### config.mk
export PLATFORM = sky130hd
export DESIGN_NAME = inst_fetch
export DESIGN_NICKNAME = d
export VERILOG_FILES = /design/src/rtl/inst_fetch_pkg.sv /design/src/rtl/inst_word_assembler.sv /design/src/rtl/inst_fetch.sv
export SDC_FILE = /design/constraint.sdc
export NUM_CORES = 1
export LEC_CHECK = 0
export ABC_AREA = 0
export BUFFER_PORTS_ARGS = -buffer_cell sky130_fd_sc_hd__buf_2
export CAP_MARGIN = 10
export CORE_MARGIN = 2
export CORE_UTILIZATION = 27
export CTS_BUF_LIST = sky130_fd_sc_hd__clkbuf_8
export CTS_CLUSTER_SIZE = 12
export DETAILED_ROUTE_END_ITERATION = 12
export GPL_ROUTABILITY_DRIVEN = 1
export GPL_TIMING_DRIVEN = 0
export PLACE_DENSITY_LB_ADDON = 0.2
export SKIP_CTS_REPAIR_TIMING = 1
export SLEW_MARGIN = 40
export SYNTH_ARGS = -nofsm -noshare
export SYNTH_HDL_FRONTEND = slang
export SYNTH_SLANG_ARGS = --single-unit
### constraint.sdc
create_clock -name clk -period 5.3 [get_ports clk]
set_input_delay 0.53 -clock clk [delete_from_list [all_inputs] [get_ports clk]]
set_output_delay 0.53 -clock clk [all_outputs]
set_load 0.02 [all_outputs]
### src/rtl/inst_fetch_pkg.sv
// Shared definitions for the instruction-fetch stage: default widths, reset PC and
// the fetch FSM encoding.
package inst_fetch_pkg;

   localparam int unsigned IF_ADDR_W   = 32;
   localparam int unsigned IF_INST_W   = 32;
   localparam logic [31:0] IF_RESET_PC = 32'h0000_0000;

   typedef logic [1:0] fetch_state_t;

   localparam fetch_state_t StLookup = 2'd0;
   localparam fetch_state_t StMiss   = 2'd1;
   localparam fetch_state_t StFill   = 2'd2;
   localparam fetch_state_t StAbort  = 2'd3;

endpackage

### src/rtl/inst_word_assembler.sv
// Miss handling datapath: issues four byte reads, assembles the little-endian word and
// drains responses still in flight after a redirect.
module inst_word_assembler
   import inst_fetch_pkg::*;
#(
   parameter int unsigned ADDR_W = IF_ADDR_W,
   parameter int unsigned INST_W = IF_INST_W
) (
   input  logic              clk,
   input  logic              rst,
   input  logic              start_i,
   input  logic              miss_i,
   input  logic              abort_i,
   input  logic [ADDR_W-1:0] pc_i,
   input  logic              mem_gnt_i,
   input  logic              mem_rvalid_i,
   input  logic [7:0]        mem_rdata_i,
   output logic              mem_req_o,
   output logic [ADDR_W-1:0] mem_addr_o,
   output logic [INST_W-1:0] word_o,
   output logic              done_o,
   output logic [2:0]        outstanding_o
);

   logic [2:0]        issued_q, issued_d;
   logic [2:0]        recv_q, recv_d;
   logic [INST_W-1:0] buf_q, buf_d;
   logic              accept;
   logic              rv;

   assign mem_req_o  = miss_i && (issued_q < 3'd4);
   assign mem_addr_o = pc_i + ADDR_W'(issued_q);
   assign accept     = mem_req_o && mem_gnt_i;
   // A response with nothing outstanding is a protocol error and is dropped.
   assign rv         = mem_rvalid_i && (issued_q != recv_q) && (miss_i || abort_i);

   always_comb begin
      issued_d = issued_q;
      recv_d   = recv_q;
      buf_d    = buf_q;
      if (start_i) begin
         issued_d = '0;
         recv_d   = '0;
      end else begin
         if (accept) issued_d = issued_q + 3'd1;
         if (rv)     recv_d   = recv_q + 3'd1;
         if (rv && miss_i) buf_d[{recv_q[1:0], 3'b000} +: 8] = mem_rdata_i;
      end
   end

   assign done_o        = miss_i && rv && (recv_q == 3'd3);
   // Post-edge count, so a grant or response in the redirect cycle is accounted for.
   assign outstanding_o = issued_d - recv_d;
   assign word_o        = buf_q;

   always_ff @(posedge clk or posedge rst) begin
      if (rst) begin
         issued_q <= '0;
         recv_q   <= '0;
         buf_q    <= '0;
      end else begin
         issued_q <= issued_d;
         recv_q   <= recv_d;
         buf_q    <= buf_d;
      end
   end

endmodule

### src/rtl/inst_fetch.sv
// Instruction-fetch stage: owns the PC, looks it up in the icache, refills misses from
// the byte-wide memory and delivers instructions to IF/ID with stall and flush.
module inst_fetch
   import inst_fetch_pkg::*;
#(
   parameter int unsigned       ADDR_W   = IF_ADDR_W,
   parameter int unsigned       INST_W   = IF_INST_W,
   parameter logic [ADDR_W-1:0] RESET_PC = ADDR_W'(IF_RESET_PC)
) (
   input  logic              clk,
   input  logic              rst,
   input  logic              stall_i,
   input  logic              flush_i,
   input  logic [ADDR_W-1:0] target_i,
   output logic [ADDR_W-1:0] cache_addr_o,
   input  logic [INST_W-1:0] cache_data_i,
   input  logic              cache_hit_i,
   output logic              cache_replace_o,
   output logic [INST_W-1:0] cache_wdata_o,
   output logic              mem_req_o,
   output logic [ADDR_W-1:0] mem_addr_o,
   input  logic              mem_gnt_i,
   input  logic              mem_rvalid_i,
   input  logic [7:0]        mem_rdata_i,
   output logic [INST_W-1:0] inst_o,
   output logic [ADDR_W-1:0] inst_pc_o,
   output logic              inst_valid_o
);

   fetch_state_t      state_q, state_d;
   logic [ADDR_W-1:0] pc_q, pc_d;
   logic [INST_W-1:0] inst_q, inst_d;
   logic [ADDR_W-1:0] inst_pc_q, inst_pc_d;
   logic              valid_q, valid_d;
   logic              start;
   logic              done;
   logic [2:0]        outstanding;
   logic [ADDR_W-1:0] target_aligned;

   assign target_aligned = target_i & ~ADDR_W'(3);

   inst_word_assembler #(
      .ADDR_W (ADDR_W),
      .INST_W (INST_W)
   ) u_assembler (
      .clk           (clk),
      .rst           (rst),
      .start_i       (start),
      .miss_i        (state_q == StMiss),
      .abort_i       (state_q == StAbort),
      .pc_i          (pc_q),
      .mem_gnt_i     (mem_gnt_i),
      .mem_rvalid_i  (mem_rvalid_i),
      .mem_rdata_i   (mem_rdata_i),
      .mem_req_o     (mem_req_o),
      .mem_addr_o    (mem_addr_o),
      .word_o        (cache_wdata_o),
      .done_o        (done),
      .outstanding_o (outstanding)
   );

   always_comb begin
      state_d   = state_q;
      pc_d      = pc_q;
      inst_d    = inst_q;
      inst_pc_d = inst_pc_q;
      valid_d   = valid_q;
      start     = 1'b0;
      case (state_q)
         StLookup: begin
            if (flush_i) begin
               pc_d    = target_aligned;
               valid_d = 1'b0;
            end else if (!stall_i) begin
               if (cache_hit_i) begin
                  inst_d    = cache_data_i;
                  inst_pc_d = pc_q;
                  valid_d   = 1'b1;
                  pc_d      = pc_q + ADDR_W'(4);
               end else begin
                  valid_d = 1'b0;
                  start   = 1'b1;
                  state_d = StMiss;
               end
            end
         end
         StMiss: begin
            if (flush_i) begin
               pc_d    = target_aligned;
               valid_d = 1'b0;
               state_d = (outstanding != 3'd0) ? StAbort : StLookup;
            end else if (done) begin
               state_d = StFill;
            end
         end
         StFill: begin
            // The replace still commits on a flush: the word matches its own address.
            state_d = StLookup;
            if (flush_i) begin
               pc_d    = target_aligned;
               valid_d = 1'b0;
            end
         end
         StAbort: begin
            if (flush_i) pc_d = target_aligned;
            if (outstanding == 3'd0) state_d = StLookup;
         end
         default: state_d = StLookup;
      endcase
   end

   always_ff @(posedge clk or posedge rst) begin
      if (rst) begin
         state_q   <= StLookup;
         pc_q      <= RESET_PC;
         inst_q    <= '0;
         inst_pc_q <= '0;
         valid_q   <= 1'b0;
      end else begin
         state_q   <= state_d;
         pc_q      <= pc_d;
         inst_q    <= inst_d;
         inst_pc_q <= inst_pc_d;
         valid_q   <= valid_d;
      end
   end

   assign cache_addr_o    = pc_q;
   assign cache_replace_o = (state_q == StFill);
   assign inst_o          = inst_q;
   assign inst_pc_o       = inst_pc_q;
   assign inst_valid_o    = valid_q;

endmodule

Yosys cells after proc, flatten, opt, wreduce, memory -nomap -nowiden
Index checks and enable logic that the tools add are counted.

Add/subtract/negate cells: 6. Magnitude comparators: 1. Equal/unequal tests: 14. Shift operators: 2. Mux-type cells: 27. Bitwise gates (word level): 3. Reduce and logical (&&, ||, !) cells: 18.

Operator list (count): 32-bit two-way mux (4); 32-bit one-hot mux with 2 select lines (1); 32-bit by 3-bit adder with 32-bit output (1); 32-bit by 3-bit adder with 32-bit output, second input constant (1); 32-bit bitwise mux (1); 8-bit by 7-bit variable shift with 32-bit output, first input constant (1); 8-bit by 7-bit variable part select with 32-bit output (1); 2-bit two-way mux (7); 3-bit two-way mux (4); 3-bit != test, second input constant (3); 1-bit two-way mux (8); 2-bit != test, second input constant (4); 2-bit one-hot mux with 4 select lines (1); 5-bit negation with 7-bit output (1); 3-bit by 1-bit adder with 3-bit output, second input constant (2); 1-bit logical AND (6); 3-bit AND reduction (2); 5-bit AND reduction (1); 2-bit == test, second input constant (2); 2-bit by 1-bit != test with 1-bit output, second input constant (2); 4-bit AND reduction (1); 3-bit by 2-bit == test with 1-bit output, second input constant (1); 3-bit logical NOT (1); 3-bit less-than comparator, second input constant (1); 12 further kinds (14).

Register bits after elaboration: 137. Input bits: 79.

Longest topological paths before layout
Depth after elaboration: 10. Gate-level depth with buffers: 14. Mapped depth without buffers: 14.

Modules after synthesis
Synthesis repeated with hierarchy kept, for this count alone.

Cell total of the unflattened synthesis: 695. Area, all modules: 7128.1 µm².

By module, submodules not included: inst_fetch (times used 1, cells each 412, area each 4682.0 µm²); inst_word_assembler (times used 1, cells each 283, area each 2446.1 µm²).

Worst setup path before layout
No wires, ideal clock.

Path kind: reg2reg. Start: register state_q[1]. End: register state_q[0]. Arrival time: 2.919 ns. Required time: 5.172 ns. Setup slack: 2.254 ns. Stages on the path, launching flop included: 14. Path buffers: 0. Path through: dfrtp_1 > inv_1 > ha_1 > inv_1 > nor2_1 > nand2_1 > xor2_1 > or2_2 > ha_1 > nand2_1 > nor2b_1 > mux2i_1 > a221oi_2 > mux2_1.

Cells in the longest elaborated chain, start to end: 10.

RTL lines: from (decl) (RTL line inst_fetch.sv:30) `fetch_state_t state_q, state_d;`; from (signal assigned) (RTL line inst_fetch.sv:114) `state_q <= StLookup;`; from (signal assigned) (RTL line inst_fetch.sv:120) `state_q <= state_d;`; 2-bit by 1-bit == test with 1-bit output (*) (RTL line inst_fetch.sv:49) `.miss_i (state_q == StMiss),`; 1-bit logical AND (*) (RTL line inst_word_assembler.sv:31) `assign mem_req_o = miss_i && (issued_q < 3'd4);`; net mem_req_o (RTL line inst_fetch.sv:20) `output logic mem_req_o,`; 1-bit logical AND (*) (RTL line inst_word_assembler.sv:33) `assign accept = mem_req_o && mem_gnt_i;`; 3-bit two-way mux (*) (RTL line inst_word_assembler.sv:45) `if (accept) issued_d = issued_q + 3'd1;`; 3-bit two-way mux (*) (RTL line inst_word_assembler.sv:41) `if (start_i) begin`; 3-bit subtractor (*) (RTL line inst_word_assembler.sv:53) `assign outstanding_o = issued_d - recv_d;`; 3-bit nonzero test (RTL line inst_fetch.sv:91) `state_d = (outstanding != 3'd0) ? StAbort : StLookup;`; 2-bit two-way mux (RTL line inst_fetch.sv:91); 2-bit two-way mux (RTL line inst_fetch.sv:88) `if (flush_i) begin`; 2-bit one-hot mux with 4 select lines (RTL line inst_fetch.sv:69) `case (state_q)`.

The timed path passes the listed nets; every way through them passes the cells marked *. A chain may end at the register's enable or synchronous reset.

Worst setup path in the final report
Start: register pc_q[2] (netlist: cache_addr_o[2]). End: output mem_addr_o[23].

Cells in the longest elaborated chain, start to end: 1.

RTL lines: from (decl) (RTL line inst_fetch.sv:31) `logic [ADDR_W-1:0] pc_q, pc_d;`; from (signal assigned) (RTL line inst_fetch.sv:121) `pc_q <= pc_d;`; 32-bit by 3-bit adder with 32-bit output (RTL line inst_word_assembler.sv:32) `assign mem_addr_o = pc_i + ADDR_W'(issued_q);`; to (decl) (RTL line inst_fetch.sv:21) `output logic [ADDR_W-1:0] mem_addr_o,`.

Every way passes these cells.

==> flow_summary.yaml <==
outcome:
  run_status: "finished clean"
sta:
  period_share: 0.813
  final_period_minus_worst_setup_slack_ns: 4.31
  timing_worst_slew_pin_value_ns: 0.828
  worst_clock_skew_ns: 0.0147
  grt_setup_unrepaired: "false"
  final-setup-viol-count: 0
  timing.max_slew.rel_slack: 0.446
  setup_tns_ns: 0
  finalMaxSlewViolations: 0
  fmaxAchievable_ghz: 0.232
  fin_hold_ws_ns: 0.120
  hold_violations: 0
synth:
  synth_sequential_area_ratio: 0.505
  synth_seq_cells: 133
  synth-async-reset-ratio: 1.00
  synth_warnings: 0
  synthTopCellsByCount: "sky130_fd_sc_hd__dfrtp_1, sky130_fd_sc_hd__nand2_1, sky130_fd_sc_hd__o21ai_0"
  synth-edff-count: 0
  synth_ff_type: "sky130_fd_sc_hd__dfrtp_1"
  post-synth-top-area-fraction: 0.505
  synthesis.instances: 656
  yosysUniqueCellTypes: 39
  yosys.area.top_type: "sky130_fd_sc_hd__dfrtp_1"
  syn-mean-instance-area_um2: 10.0
  synthTopCellsByArea: "sky130_fd_sc_hd__dfrtp_1, sky130_fd_sc_hd__mux2_2, sky130_fd_sc_hd__nand2_1"
  most_instantiated_library_cell_after_synthesis: "sky130_fd_sc_hd__dfrtp_1"
  synth_area_um2: 6590
route:
  route.detailed.wl_per_inst_um: 16.8
  first_pass_iters: 5
  wirelength_um: 21100
  drc_errors: 0
  vias_per_cell: 4.53
  ant_nets_after_route: 0
  drt_iter0_drc: 360
  vias: 5670
cts:
  cts_root_buf: "sky130_fd_sc_hd__clkbuf_8"
  num_cts_buffers: 17
  clock_latency_ns: 0.44
  path_clk_slew_ns: 0.10
  ctsHtreeMaxLevel: 4
  cts_tree: "built"
  clock_sinks: 133
  clock_path_buffers: 2
critical_path:
  worst_path_dominant_cell_family: "simple AND/OR/NAND/NOR gates"
  crit_buf_inv: 1
  crit_path_cell_trace: "ha_1 > nand3_1 > nor2_1 > nand2_1 > nor2_1 > nand3_1 > nor2_1 > xor2_1 > buf_2"
  most_frequent_cell_on_critical_path: "sky130_fd_sc_hd__nor2_1"
  timing_worst_setup_path_type: "register to primary output"
  cp-start-kind: "register"
  crit_path_max_incr_delay_ns: 0.71
  data_required_time_at_the_worst_endpoint_ns: 4.77
  timing.rr.end: "state_q[0]"
  worstSetupEndpointType: "primary output"
  critical_path_arrival_ns: 3.78
  slowest_stage: "sky130_fd_sc_hd__nor2_1"
  r2r-start: "state_q[1]"
  timing.critical_path.fanout_max: 8
  r2r_slack_ns: 2.01
  ff2ff_path_depth: 13
grt:
  grt_util_all_layers: 0.167
  grt_start_max_net_pins: 70
  vias_in_the_first_global_route: 5684
  grt_first_pass_wirelength_um: 33100
  grt_antenna_before_repair: 3
  grt_remaining_overflow: 0
place:
  place_congestion: 0.759
  portBuffers: 235
  detailed_placer_s_ending_hpwl_um: 15800
finish:
  syn_to_final_growth_pct: 30.7
  n_fill_cell: 2539
  final_net_count: 1010
  layout.core_utilization: 0.357
  post_route_cells_drive_above_1_share: 0.378
floorplanning:
  chipWidth_um: 160
  initial_standard_cell_utilization_of_the_core: 0.273
  core-area_um2: 24100
  die_height_um: 160
  floorplan.rows: 57
  num_io_pins: 242
  fp.dieArea_um2: 25700
run:
  max-cap-violations: 0
power_and_ir_drop:
  peakVddDrop_uv: 211
  p_per_area_nw_per_um2: 549
  p_leak_nw: 4.02
hold_path:
  hold_removal_path_class: "primary input to async pin"
[metrics by stage]
step	setup slack (ns)	power [mW]	area, um^2	std cells
2_1_floorplan	1.22	3.14	6600	659
3_3_place_gp	-0.819	3.91	8180	1218
3_5_place_dp	1.45	3.94	8230	1219
4_1_cts	0.918	4.81	8600	1251
5_1_grt	0.686	5.08	8610	1251
6_report	0.992	4.73	8610	1253
[where the power goes]
group          switching [mW]  total [mW]  internal, mW
logic                    1.40        2.24         0.841
registers               0.249        1.65          1.40
clock network           0.490       0.834         0.344
[routing by layer]
layer	global-route usage	routed length, um	vias up
met2	0.258	9300	214
met3	0.0566	1750	21
met4	0.0389	249	4
met1	0.226	9770	2686
met5	0	21	-
li1	-	-	2745
[area by class of cell]
type                       instances  area, um^2  share of cell area
buffer                            41         183              0.0212
clock inverter                    15         135              0.0157
timing repair buffer             236        1200               0.140
multi-input combinational        470        3050               0.355
clock buffer                      17         234              0.0272
sequential                       133        3330               0.387
antenna                            2        5.00            0.000581
tap                              324         405              0.0471
inverter                          15        63.8             0.00741
[worst max-delay path by stage]
stage,start,depth (start not counted),to
3_3_place_gp,rst,2,inst_o[2]
2_1_floorplan,rst,1,cache_addr_o[10]
4_1_cts,cache_addr_o[2],9,mem_addr_o[23]
5_1_grt,cache_addr_o[2],9,mem_addr_o[23]
6_report,cache_addr_o[2],9,mem_addr_o[23]
3_5_place_dp,cache_addr_o[2],9,mem_addr_o[23]
[placed cells by master, fill, tap and decap left out, types with 6 or more instances in the layout]
cell type                    n
sky130_fd_sc_hd__nand2_1   122
sky130_fd_sc_hd__o21ai_0    63
sky130_fd_sc_hd__inv_6       6
sky130_fd_sc_hd__clkbuf_8   17
sky130_fd_sc_hd__nand4_1    13
sky130_fd_sc_hd__nor2_1     39
sky130_fd_sc_hd__inv_1      13
sky130_fd_sc_hd__nor3_1     10
sky130_fd_sc_hd__a21oi_1    15
sky130_fd_sc_hd__xnor2_1    31
sky130_fd_sc_hd__buf_4       7
sky130_fd_sc_hd__ha_1       17
sky130_fd_sc_hd__clkbuf_1   32
sky130_fd_sc_hd__dfrtp_1   133
sky130_fd_sc_hd__and3_1      8
sky130_fd_sc_hd__nand3_1    21
sky130_fd_sc_hd__mux2_2     62
sky130_fd_sc_hd__buf_2     237
sky130_fd_sc_hd__xor2_1     23
[flip-flops by register name, indices dropped and copies added, names as in the netlist]
| name | cells |
|---|---|
| inst_o | 32 |
| u_assembler.word_o | 32 |
| cache_addr_o | 30 |
| inst_pc_o | 30 |
| u_assembler.issued_q | 3 |
| u_assembler.recv_q | 3 |
| state_q | 2 |
| inst_valid_o | 1 |
[cell families (layout without fill, tap and decap cells)]
logic type | Yosys count | in the layout | share of synthesized area
AND/OR/NAND/NOR | 233 | 233 | 0.156
flip-flops | 133 | 133 | 0.505
AO/OA/AOI/OAI | 93 | 93 | 0.0799
multiplexers | 68 | 68 | 0.115
buffers and inverters | 56 | 324 | 0.0363
XOR/XNOR | 55 | 55 | 0.0743
adder cells (fa/ha/maj) | 17 | 17 | 0.0323
other | 1 | 6 | 0.000569
Power figures use the tool's default switching activity.
